**config.mk**
```make
export PLATFORM = sky130hd
export DESIGN_NAME = ram_lsu_flat
export DESIGN_NICKNAME = d
export VERILOG_FILES = /design/src/rtl/ram_lsu_if.sv /design/src/rtl/ram_lsu.sv /design/src/flat_wrapper.sv
export SDC_FILE = /design/constraint.sdc
export NUM_CORES = 1
export LEC_CHECK = 0
export ABC_AREA = 1
export BUFFER_PORTS_ARGS = -buffer_cell sky130_fd_sc_hd__buf_4
export CORE_ASPECT_RATIO = 0.75
export CORE_MARGIN = 10
export CORE_UTILIZATION = 25
export DETAILED_ROUTE_END_ITERATION = 8
export PLACE_DENSITY = 0.48
export REMOVE_ABC_BUFFERS = 1
export SYNTH_ARGS = -nofsm -noshare
export SYNTH_HDL_FRONTEND = slang
export SYNTH_SLANG_ARGS = --single-unit
```
**constraint.sdc**
```tcl
create_clock -name clk_i -period 2.2 [get_ports clk_i]
set_clock_uncertainty 0.1 [all_clocks]
set_input_delay 0.44 -clock clk_i [delete_from_list [all_inputs] [get_ports clk_i]]
set_output_delay 0.44 -clock clk_i [all_outputs]
set_load 0.02 [all_outputs]
```
**src/rtl/ram_lsu_if.sv**
```systemverilog
// Core-side request/response handshake plus the RAM port, bundled for ram_lsu.
// The master modport is the requester/RAM side; the slave modport is the LSU.
interface ram_lsu_if #(
  parameter int ADDR_WIDTH = 6
);
  logic                  req_valid;
  logic                  req_ready;
  logic                  req_we;
  logic [1:0]            req_size;
  logic                  req_unsigned;
  logic [ADDR_WIDTH+1:0] req_addr;
  logic [31:0]           req_wdata;
  logic                  rsp_valid;
  logic [31:0]           rsp_rdata;
  logic                  rsp_err;
  logic [ADDR_WIDTH-1:0] ram_addr;
  logic [31:0]           ram_data;
  logic [3:0]            ram_we;
  logic [31:0]           ram_q;

  modport master (
    output req_valid, req_we, req_size, req_unsigned, req_addr, req_wdata, ram_q,
    input  req_ready, rsp_valid, rsp_rdata, rsp_err, ram_addr, ram_data, ram_we
  );

  modport slave (
    input  req_valid, req_we, req_size, req_unsigned, req_addr, req_wdata, ram_q,
    output req_ready, rsp_valid, rsp_rdata, rsp_err, ram_addr, ram_data, ram_we
  );
endinterface

```
**src/rtl/ram_lsu.sv**
```systemverilog
// Byte/half/word load-store initiator for one byte-enabled RAM port; accesses
// crossing a word boundary are split into two RAM cycles and reassembled.
module ram_lsu #(
  parameter int ADDR_WIDTH = 6
) (
  input  logic        clk_i,
  input  logic        reset_i,
  ram_lsu_if.slave    bus
);
  // state | meaning
  // IDLE  | ready for a request
  // ACC1  | first (or only) RAM access at word
  // ACC2  | second RAM access at word+1 (split)
  // WAIT  | last read data on ram_q; result registered
  // RESP  | response pulse
  typedef enum logic [2:0] {IDLE, ACC1, ACC2, WAIT, RESP} state_e;

  state_e                state_q, state_d;
  logic                  we_q, we_d;
  logic                  uns_q, uns_d;
  logic [1:0]            size_q, size_d;
  logic [1:0]            off_q, off_d;
  logic [ADDR_WIDTH-1:0] word_q, word_d;
  logic [31:0]           wdata_q, wdata_d;
  logic [31:0]           lo_q, lo_d;
  logic [31:0]           rsp_rdata_q, rsp_rdata_d;
  logic                  rsp_err_q, rsp_err_d;

  logic                  split;
  logic [7:0]            mask_base, mask8;
  logic [63:0]           wide;
  logic [31:0]           ld_hi, ld_lo, ld_shift, ld_result;

  assign split     = (size_q == 2'd1 && off_q == 2'd3) || (size_q == 2'd2 && off_q != 2'd0);
  assign mask_base = (size_q == 2'd0) ? 8'h01 : (size_q == 2'd1) ? 8'h03 : 8'h0F;
  assign mask8     = mask_base << off_q;
  assign wide      = {32'b0, wdata_q} << {off_q, 3'b000};

  // In WAIT, ram_q holds the last access: lo if unsplit, hi if split.
  assign ld_hi    = split ? bus.ram_q : 32'b0;
  assign ld_lo    = split ? lo_q : bus.ram_q;
  assign ld_shift = 32'({ld_hi, ld_lo} >> {off_q, 3'b000});

  always_comb begin
    ld_result = ld_shift;
    case (size_q)
      2'd0:    ld_result = {{24{ld_shift[7]  & ~uns_q}}, ld_shift[7:0]};
      2'd1:    ld_result = {{16{ld_shift[15] & ~uns_q}}, ld_shift[15:0]};
      default: ld_result = ld_shift;
    endcase
  end

  always_comb begin
    state_d     = state_q;
    we_d        = we_q;
    uns_d       = uns_q;
    size_d      = size_q;
    off_d       = off_q;
    word_d      = word_q;
    wdata_d     = wdata_q;
    lo_d        = lo_q;
    rsp_rdata_d = rsp_rdata_q;
    rsp_err_d   = rsp_err_q;
    bus.ram_addr = word_q;
    bus.ram_data = 32'b0;
    bus.ram_we   = 4'b0;
    case (state_q)
      IDLE: begin
        if (bus.req_valid) begin
          we_d    = bus.req_we;
          uns_d   = bus.req_unsigned;
          size_d  = bus.req_size;
          off_d   = bus.req_addr[1:0];
          word_d  = bus.req_addr[ADDR_WIDTH+1:2];
          wdata_d = bus.req_wdata;
          if (bus.req_size == 2'd3) begin
            rsp_err_d   = 1'b1;
            rsp_rdata_d = 32'b0;
            state_d     = RESP;
          end else begin
            state_d = ACC1;
          end
        end
      end
      ACC1: begin
        bus.ram_addr = word_q;
        if (we_q) begin
          bus.ram_we   = mask8[3:0];
          bus.ram_data = wide[31:0];
        end
        if (split) begin
          state_d = ACC2;
        end else if (we_q) begin
          rsp_rdata_d = 32'b0;
          rsp_err_d   = 1'b0;
          state_d     = RESP;
        end else begin
          state_d = WAIT;
        end
      end
      ACC2: begin
        bus.ram_addr = word_q + 1'b1;
        lo_d         = bus.ram_q;
        if (we_q) begin
          bus.ram_we   = mask8[7:4];
          bus.ram_data = wide[63:32];
          rsp_rdata_d  = 32'b0;
          rsp_err_d    = 1'b0;
          state_d      = RESP;
        end else begin
          state_d = WAIT;
        end
      end
      WAIT: begin
        rsp_rdata_d = ld_result;
        rsp_err_d   = 1'b0;
        state_d     = RESP;
      end
      RESP:    state_d = IDLE;
      default: state_d = IDLE;
    endcase
  end

  always_ff @(posedge clk_i) begin
    if (reset_i) begin
      state_q     <= IDLE;
      we_q        <= 1'b0;
      uns_q       <= 1'b0;
      size_q      <= 2'd0;
      off_q       <= 2'd0;
      word_q      <= '0;
      wdata_q     <= 32'b0;
      lo_q        <= 32'b0;
      rsp_rdata_q <= 32'b0;
      rsp_err_q   <= 1'b0;
    end else begin
      state_q     <= state_d;
      we_q        <= we_d;
      uns_q       <= uns_d;
      size_q      <= size_d;
      off_q       <= off_d;
      word_q      <= word_d;
      wdata_q     <= wdata_d;
      lo_q        <= lo_d;
      rsp_rdata_q <= rsp_rdata_d;
      rsp_err_q   <= rsp_err_d;
    end
  end

  assign bus.req_ready = (state_q == IDLE);
  assign bus.rsp_valid = (state_q == RESP);
  assign bus.rsp_rdata = rsp_rdata_q;
  assign bus.rsp_err   = rsp_err_q;
endmodule

```
**src/flat_wrapper.sv**
```systemverilog
// flat-port wrapper written by rule: the top's interface ports become plain ports
module ram_lsu_flat 
#(
  parameter int ADDR_WIDTH = 6
)
  (clk_i, reset_i, bus_req_valid, bus_req_we, bus_req_size, bus_req_unsigned, bus_req_addr, bus_req_wdata, bus_ram_q, bus_req_ready, bus_rsp_valid, bus_rsp_rdata, bus_rsp_err, bus_ram_addr, bus_ram_data, bus_ram_we);
  ram_lsu_if #(.ADDR_WIDTH(ADDR_WIDTH)) bus_i ();
  input  logic clk_i;
  input  logic reset_i;
  input wire logic [$bits(bus_i.req_valid)-1:0] bus_req_valid;
  input wire logic [$bits(bus_i.req_we)-1:0] bus_req_we;
  input wire logic [$bits(bus_i.req_size)-1:0] bus_req_size;
  input wire logic [$bits(bus_i.req_unsigned)-1:0] bus_req_unsigned;
  input wire logic [$bits(bus_i.req_addr)-1:0] bus_req_addr;
  input wire logic [$bits(bus_i.req_wdata)-1:0] bus_req_wdata;
  input wire logic [$bits(bus_i.ram_q)-1:0] bus_ram_q;
  output wire logic [$bits(bus_i.req_ready)-1:0] bus_req_ready;
  output wire logic [$bits(bus_i.rsp_valid)-1:0] bus_rsp_valid;
  output wire logic [$bits(bus_i.rsp_rdata)-1:0] bus_rsp_rdata;
  output wire logic [$bits(bus_i.rsp_err)-1:0] bus_rsp_err;
  output wire logic [$bits(bus_i.ram_addr)-1:0] bus_ram_addr;
  output wire logic [$bits(bus_i.ram_data)-1:0] bus_ram_data;
  output wire logic [$bits(bus_i.ram_we)-1:0] bus_ram_we;
  assign bus_i.req_valid = bus_req_valid;
  assign bus_i.req_we = bus_req_we;
  assign bus_i.req_size = bus_req_size;
  assign bus_i.req_unsigned = bus_req_unsigned;
  assign bus_i.req_addr = bus_req_addr;
  assign bus_i.req_wdata = bus_req_wdata;
  assign bus_i.ram_q = bus_ram_q;
  assign bus_req_ready = bus_i.req_ready;
  assign bus_rsp_valid = bus_i.rsp_valid;
  assign bus_rsp_rdata = bus_i.rsp_rdata;
  assign bus_rsp_err = bus_i.rsp_err;
  assign bus_ram_addr = bus_i.ram_addr;
  assign bus_ram_data = bus_i.ram_data;
  assign bus_ram_we = bus_i.ram_we;
  ram_lsu #(.ADDR_WIDTH(ADDR_WIDTH)) u_core (.clk_i(clk_i), .reset_i(reset_i), .bus(bus_i));
endmodule
```
== Word level (Yosys, flattened, before mapping) ==
Cells that the tools add are included.

* $add $sub $neg: 1
* Eq/ne operators: 11
* Shift-type cells: 3
* Muxes and demuxes: 27
* Bitwise operators: 3
* Reductions and logical operators: 9

{| class="wikitable"
|+ Operator list
! operator !! number
|-
| two-way mux 32 bit || 8
|-
| case mux 32 bit (2 select lines) || 2
|-
| case mux 32 bit (4 select lines) || 1
|-
| left shift 32 x 5 -> 64 bit || 1
|-
| right shift 64 x 5 -> 32 bit || 1
|-
| two-way mux 3 bit || 4
|-
| two-way mux 4 bit || 3
|-
| case mux 3 bit (4 select lines) || 1
|-
| two-way mux 8 bit || 1
|-
| case mux 4 bit (2 select lines) || 1
|-
| left shift 8 x 2 -> 8 bit || 1
|-
| adder 6 x 1 -> 6 bit (second input constant) || 1
|-
| equality test 2 bit (second input constant) || 3
|-
| equality test 3 x 2 -> 1 bit (second input constant) || 2
|-
| two-way mux 6 bit || 1
|-
| two-way mux 1 bit || 4
|-
| != test 2 bit (second input constant) || 2
|-
| case mux 1 bit (4 select lines) || 1
|-
| AND reduction 4 bit || 1
|-
| nonzero test 4 bit || 1
|-
| equality test 3 x 1 -> 1 bit (second input constant) || 1
|-
| equality test 3 bit (second input constant) || 1
|-
| zero test 3 bit || 1
|-
| bitwise AND 1 bit || 2
|-
| 8 further kinds || 9
|}

* Register bits: 112
* Bits of input ports: 79
* Output and inout bits: 77
* Word-level logic and storage cells: 64

== Depth between registers and ports, before layout ==
* Depth in word-level cells: 8
* Depth in mapped cells: 16
* Depth with buffers taken out: 13

== Worst setup path before layout ==
No wires, ideal clock.

* Kind: register -> output
* Start: register u_core.off_q[0]
* End: output port bus_ram_we[3]
* Arrival: 1.743 ns
* Data required time: 1.660 ns
* Setup slack: -0.083 ns
* Stages on the path, launching flop included: 6
* Buffers on the path: 3
* Path through: dfxtp_1 > clkbuf_1 > buf_2 > clkbuf_1 > nor2_1 > a211oi_1

* Cells in the longest elaborated chain, start to end: 3
* Elaborated cells on any way between the ends: 4
* Those cells by class: shift: 1; mux: 3

{| class="wikitable"
|+ Ends and longest elaborated chain
! what !! RTL line !! source
|-
| start, declared || ram_lsu.sv:22 || <nowiki>logic [1:0] off_q, off_d;</nowiki>
|-
| start signal, assigned || ram_lsu.sv:130 || <nowiki>off_q <= 2'd0;</nowiki>
|-
| start signal, assigned || ram_lsu.sv:141 || <nowiki>off_q <= off_d;</nowiki>
|-
| left shift 8 x 2 -> 8 bit * || ram_lsu.sv:36 || <nowiki>assign mask8 = mask_base << off_q;</nowiki>
|-
| two-way mux 4 bit (on tied branches) || ram_lsu.sv:104, ram_lsu.sv:87 ||
|-
| case mux 4 bit (2 select lines) * || ram_lsu.sv:67 || <nowiki>case (state_q)</nowiki>
|-
| end, declared || flat_wrapper.sv:23 || <nowiki>output wire logic [$bits(bus_i.ram_we)-1:0] bus_ram_we;</nowiki>
|}

Every way passes the cells marked *; elsewhere a longest branch is shown, timed or not.

== Worst setup path in the final report ==
* Start: register u_core.state_q[2]
* End: output port bus_ram_data[18]

* Cells in the longest elaborated chain, start to end: 2
* Elaborated cells on any way between the ends: 3
* Those cells by class: eq/ne: 2; mux: 1

{| class="wikitable"
|+ Ends and longest elaborated chain
! what !! RTL line !! source
|-
| start, declared || ram_lsu.sv:18 || <nowiki>state_e state_q, state_d;</nowiki>
|-
| start signal, assigned || ram_lsu.sv:137 || <nowiki>state_q <= state_d;</nowiki>
|-
| equality test 3 x 2 -> 1 bit or equality test 3 x 1 -> 1 bit (tied branches) || ram_lsu.sv:67 ||
|-
| case mux 32 bit (2 select lines) * || ram_lsu.sv:67 ||
|-
| end, declared || flat_wrapper.sv:22 || <nowiki>output wire logic [$bits(bus_i.ram_data)-1:0] bus_ram_data;</nowiki>
|}

Marked as above.

==> impl_metrics.toml <==
[status]
run_status = "complete, but fails checks"
violations = "negative setup slack"

[sta]
min_period_ns = 2.325
tightest_slew_ns = 0.6806
setup_viol = 28
drv_slew = 0
whs_ns = 0.2549
rsz0062_at_grt = "yes"
maxSlewHeadroom_pct = 54.57
clock.fmax_mhz = 430.2
hold_viol_final = 0
setup_slack_ns = -0.1246
tns_ns = -2.112
fin_crit_sh_pct = 105.7

[power_and_ir_drop]
total_power_w = 0.01036
peakVddDrop_uv = 527.6
p_comb_share_pct = 57.7
power_switching_w = 0.004877
p_seq_share_pct = 26.0
p_int_w = 0.005481
clockPowerShare_pct = 16.3
powerDensity_mw_per_mm2 = 1191
leakage_nw = 3.602
p_sw_share_pct = 47.08

[floorplanning]
die_w_um = 201.0
die_h_um = 155.7
core_area_mm2 = 0.02409
dieArea_mm2 = 0.03129
num_rows = 49
num_io_pins = 156
start_util_pct = 25.48

[worst_setup_path]
critPathSlowestCell = "dfxtp_4"
path_class = "reg2out"
crit_fanout = 6
critPathMaxStageDelay_ns = 0.37
critPathBufInv = 4
worstSetupEndpointType = "output pin"
critPathRequiredTime_ns = 1.66
cpMostUsedCell = "nor2_4"
cpLargestDelayFamily = "simple AND/OR/NAND/NOR gates"
critical_path.cell_chain = "nor3_4, inv_2, nor2_4, inv_4, nor2_4, buf_6, nand2_1, o211ai_1, buf_4"
cp-start-kind = "flop"
cp.arrival_ns = 1.78

[global_routing]
antenna_found_initial = 0
grt_pass1_wl_mm = 38.25
overflow = 0
grt.total_usage_pct = 15.30
first_global_vias = 6587
grt_max_degree = 57

[logic_synthesis]
syn-instance-count = 973
synth-seq-cells = 104
synth_warnings = 0
syn_area_mm2 = 0.006140
synth_cell_type_count = 31
syn_avg_cell_area_um2 = 6.310
ys_seq_area_share_pct = 33.91

[detailed_routing]
drt-wirelength-per-cell_um = 17.48
via_per_inst = 4.784
vias = 7027
top_layer = "met4"
wirelength_mm = 25.68
drc = 0
drt_iter0_drc = 570
ant_nets = 0
met2_length_mm = 11.05
wl_met1_mm = 12.58
met3WireLength_mm = 1.661
drt-pass1-iter-count = 5

[job]
drv_cap = 0

[clock_network]
clk_pin_slew_ns = 0.08
cts_max_level = 3
numCtsBuffers = 9
clock-sinks = 104
clk_latency_ns = 0.35
holdBufCountCts = 0
cts_tree = "done"
cts-root-buf = "clkbuf_16"
clock_path_buffers = 2

[cells_and_area]
areaGrowthSynthToFinish_pct = 41.63
drive_gt1_share_pct = 29.70
nFillCells = 2644
multiInputGateArea_mm2 = 0.003603
layout.nets = 1213
final_common_cell = "nand2_1"
layout_common_cells = "nand2_1 (217), buf_4 (186), a21oi_1 (122)"
regArea_mm2 = 0.002097
n_antenna_cell = 0

[placement]
place.detailed.hpwl_mm = 17.96
gp_congestion = 0.8771
place_ws_ns = 0.03605
io_buffers = 155

[min_path]
min_path_type = "in2reg"
[state kept, by name, summed over array words and instances (netlist names)]
signal	flops
u_core.bus.rsp_err	1
u_core.state_q	3
u_core.we_q	1
u_core.lo_q	24
u_core.word_q	6
u_core.bus.rsp_rdata	32
u_core.uns_q	1
u_core.size_q	2
u_core.wdata_q	32
u_core.off_q	2
[worst reg2reg max path, stage by stage (launching register included)]
cell and delay (ns):
dfxtp_4 0.37, nor3_4 0.18, inv_2 0.07, buf_4 0.13
buf_4 0.12, buf_4 0.12, buf_4 0.13, nand2_1 0.07
nand2_1 0.07, o21ai_1 0.11, inv_2 0.09, nand2_8 0.12
buf_6 0.20, nand2_1 0.09, a21oi_2 0.13
[timing repair]
item / 4_1_cts / 5_1_grt
cloned: 1 / 5
gates resized for setup: 66 / 99
setup buffers: 11 / 4
endpoints found under the setup margin: 40 / 74
pin swaps: 7 / 5
[cells in the mapped netlist]
cell type  number  area share, %
xor2_1          5           0.71
a21oi_2        10            1.4
o21ai_0       152             12
clkinv_1        2           0.12
inv_2           4           0.24
dfxtp_1       104             34
clkbuf_1       49            3.0
a21oi_1       129             11
o22ai_1         4           0.41
nand3_2         1           0.16
buf_2           7           0.57
nand3_4         2           0.57
nand2_2        19            1.9
inv_1         102            6.2
and2_1          4           0.41
buf_1           4           0.24
buf_6           4           0.73
nand3_1        73            6.0
ha_1            1           0.20
nand4_1        15            1.5
nor3_1          6           0.49
a22oi_1         1           0.12
buf_4           5           0.61
o221ai_1        4           0.57
o211ai_1        4           0.49
o32ai_1         1           0.14
nand2_1       228             14
nor3_2          1           0.16
a211oi_1        1           0.12
nor2_1         30            1.8
buf_8           1           0.24
[layout make-up]
cell class              count  area share, %
clock buffers              12          2.835
clock inverters             4         0.6187
inverters                 108          4.878
multi-input cells         691          41.44
flip-flops and latches    104          24.12
well taps                 331          4.763
repair buffers            218          21.28
repair inverters            1        0.07194
[power groups by stage]
stage / Combinational [W] / Sequential (W) / Clock, W
final: 0.00598 / 0.00270 / 0.00169
after global routing: 0.00658 / 0.00276 / 0.00181
after CTS: 0.00516 / 0.00266 / 0.00174
after detailed placement: 0.00489 / 0.00267 / 0
after global placement: 0.00490 / 0.00267 / 0
after floorplan: 0.00271 / 0.00280 / 0
[path summary, 6_finish.rpt]
path | start | to | slack (ns) | cells after the start
hold / removal | bus_req_addr[7] | u_core.word_q[5]$_SDFFE_PP0P_ | 0.25 | 3
setup / recovery | u_core.state_q[2]$_SDFFE_PP0P_ | bus_ram_data[18] | -0.12 | 9
setup reg to reg | u_core.state_q[2]$_SDFFE_PP0P_ | u_core.bus.rsp_rdata[26]$_SDFFE_PP0P_ | 0.08 | 14
hold reg to reg | u_core.lo_q[25]$_SDFFE_PP0N_ | u_core.lo_q[25]$_SDFFE_PP0N_ | 0.35 | 2
[metrics by stage]
stage / util (%) / instance area [µm²] / instances
detailed placement: 32.18 / 7754 / 1434
CTS: 34.41 / 8290 / 1461
finish: 36.09 / 8696 / 1469
global route: 36.09 / 8696 / 1469
floorplan: - / 5808 / 903
global placement: 32.18 / 7754 / 1434
[metal layers]
| layer | GRT usage [%] | up-vias |
|---|---|---|
| li1 | - | 3531 |
| met3 | 3.528 | 25 |
| met1 | 21.33 | 3272 |
| met5 | 0 | - |
| met4 | 3.957 | 0 |
| met2 | 23.17 | 199 |
[cell families after synthesis]
family	Yosys count	synth area share (%)
XOR/XNOR	5	0.7132
buffers and inverters	178	12.00
flip-flops	104	33.91
adder cells (fa/ha/maj)	1	0.2038
AND/OR/NAND/NOR	379	26.98
AO/OA/AOI/OAI	306	26.19
Note: power is estimated with default switching activity, not from simulation.
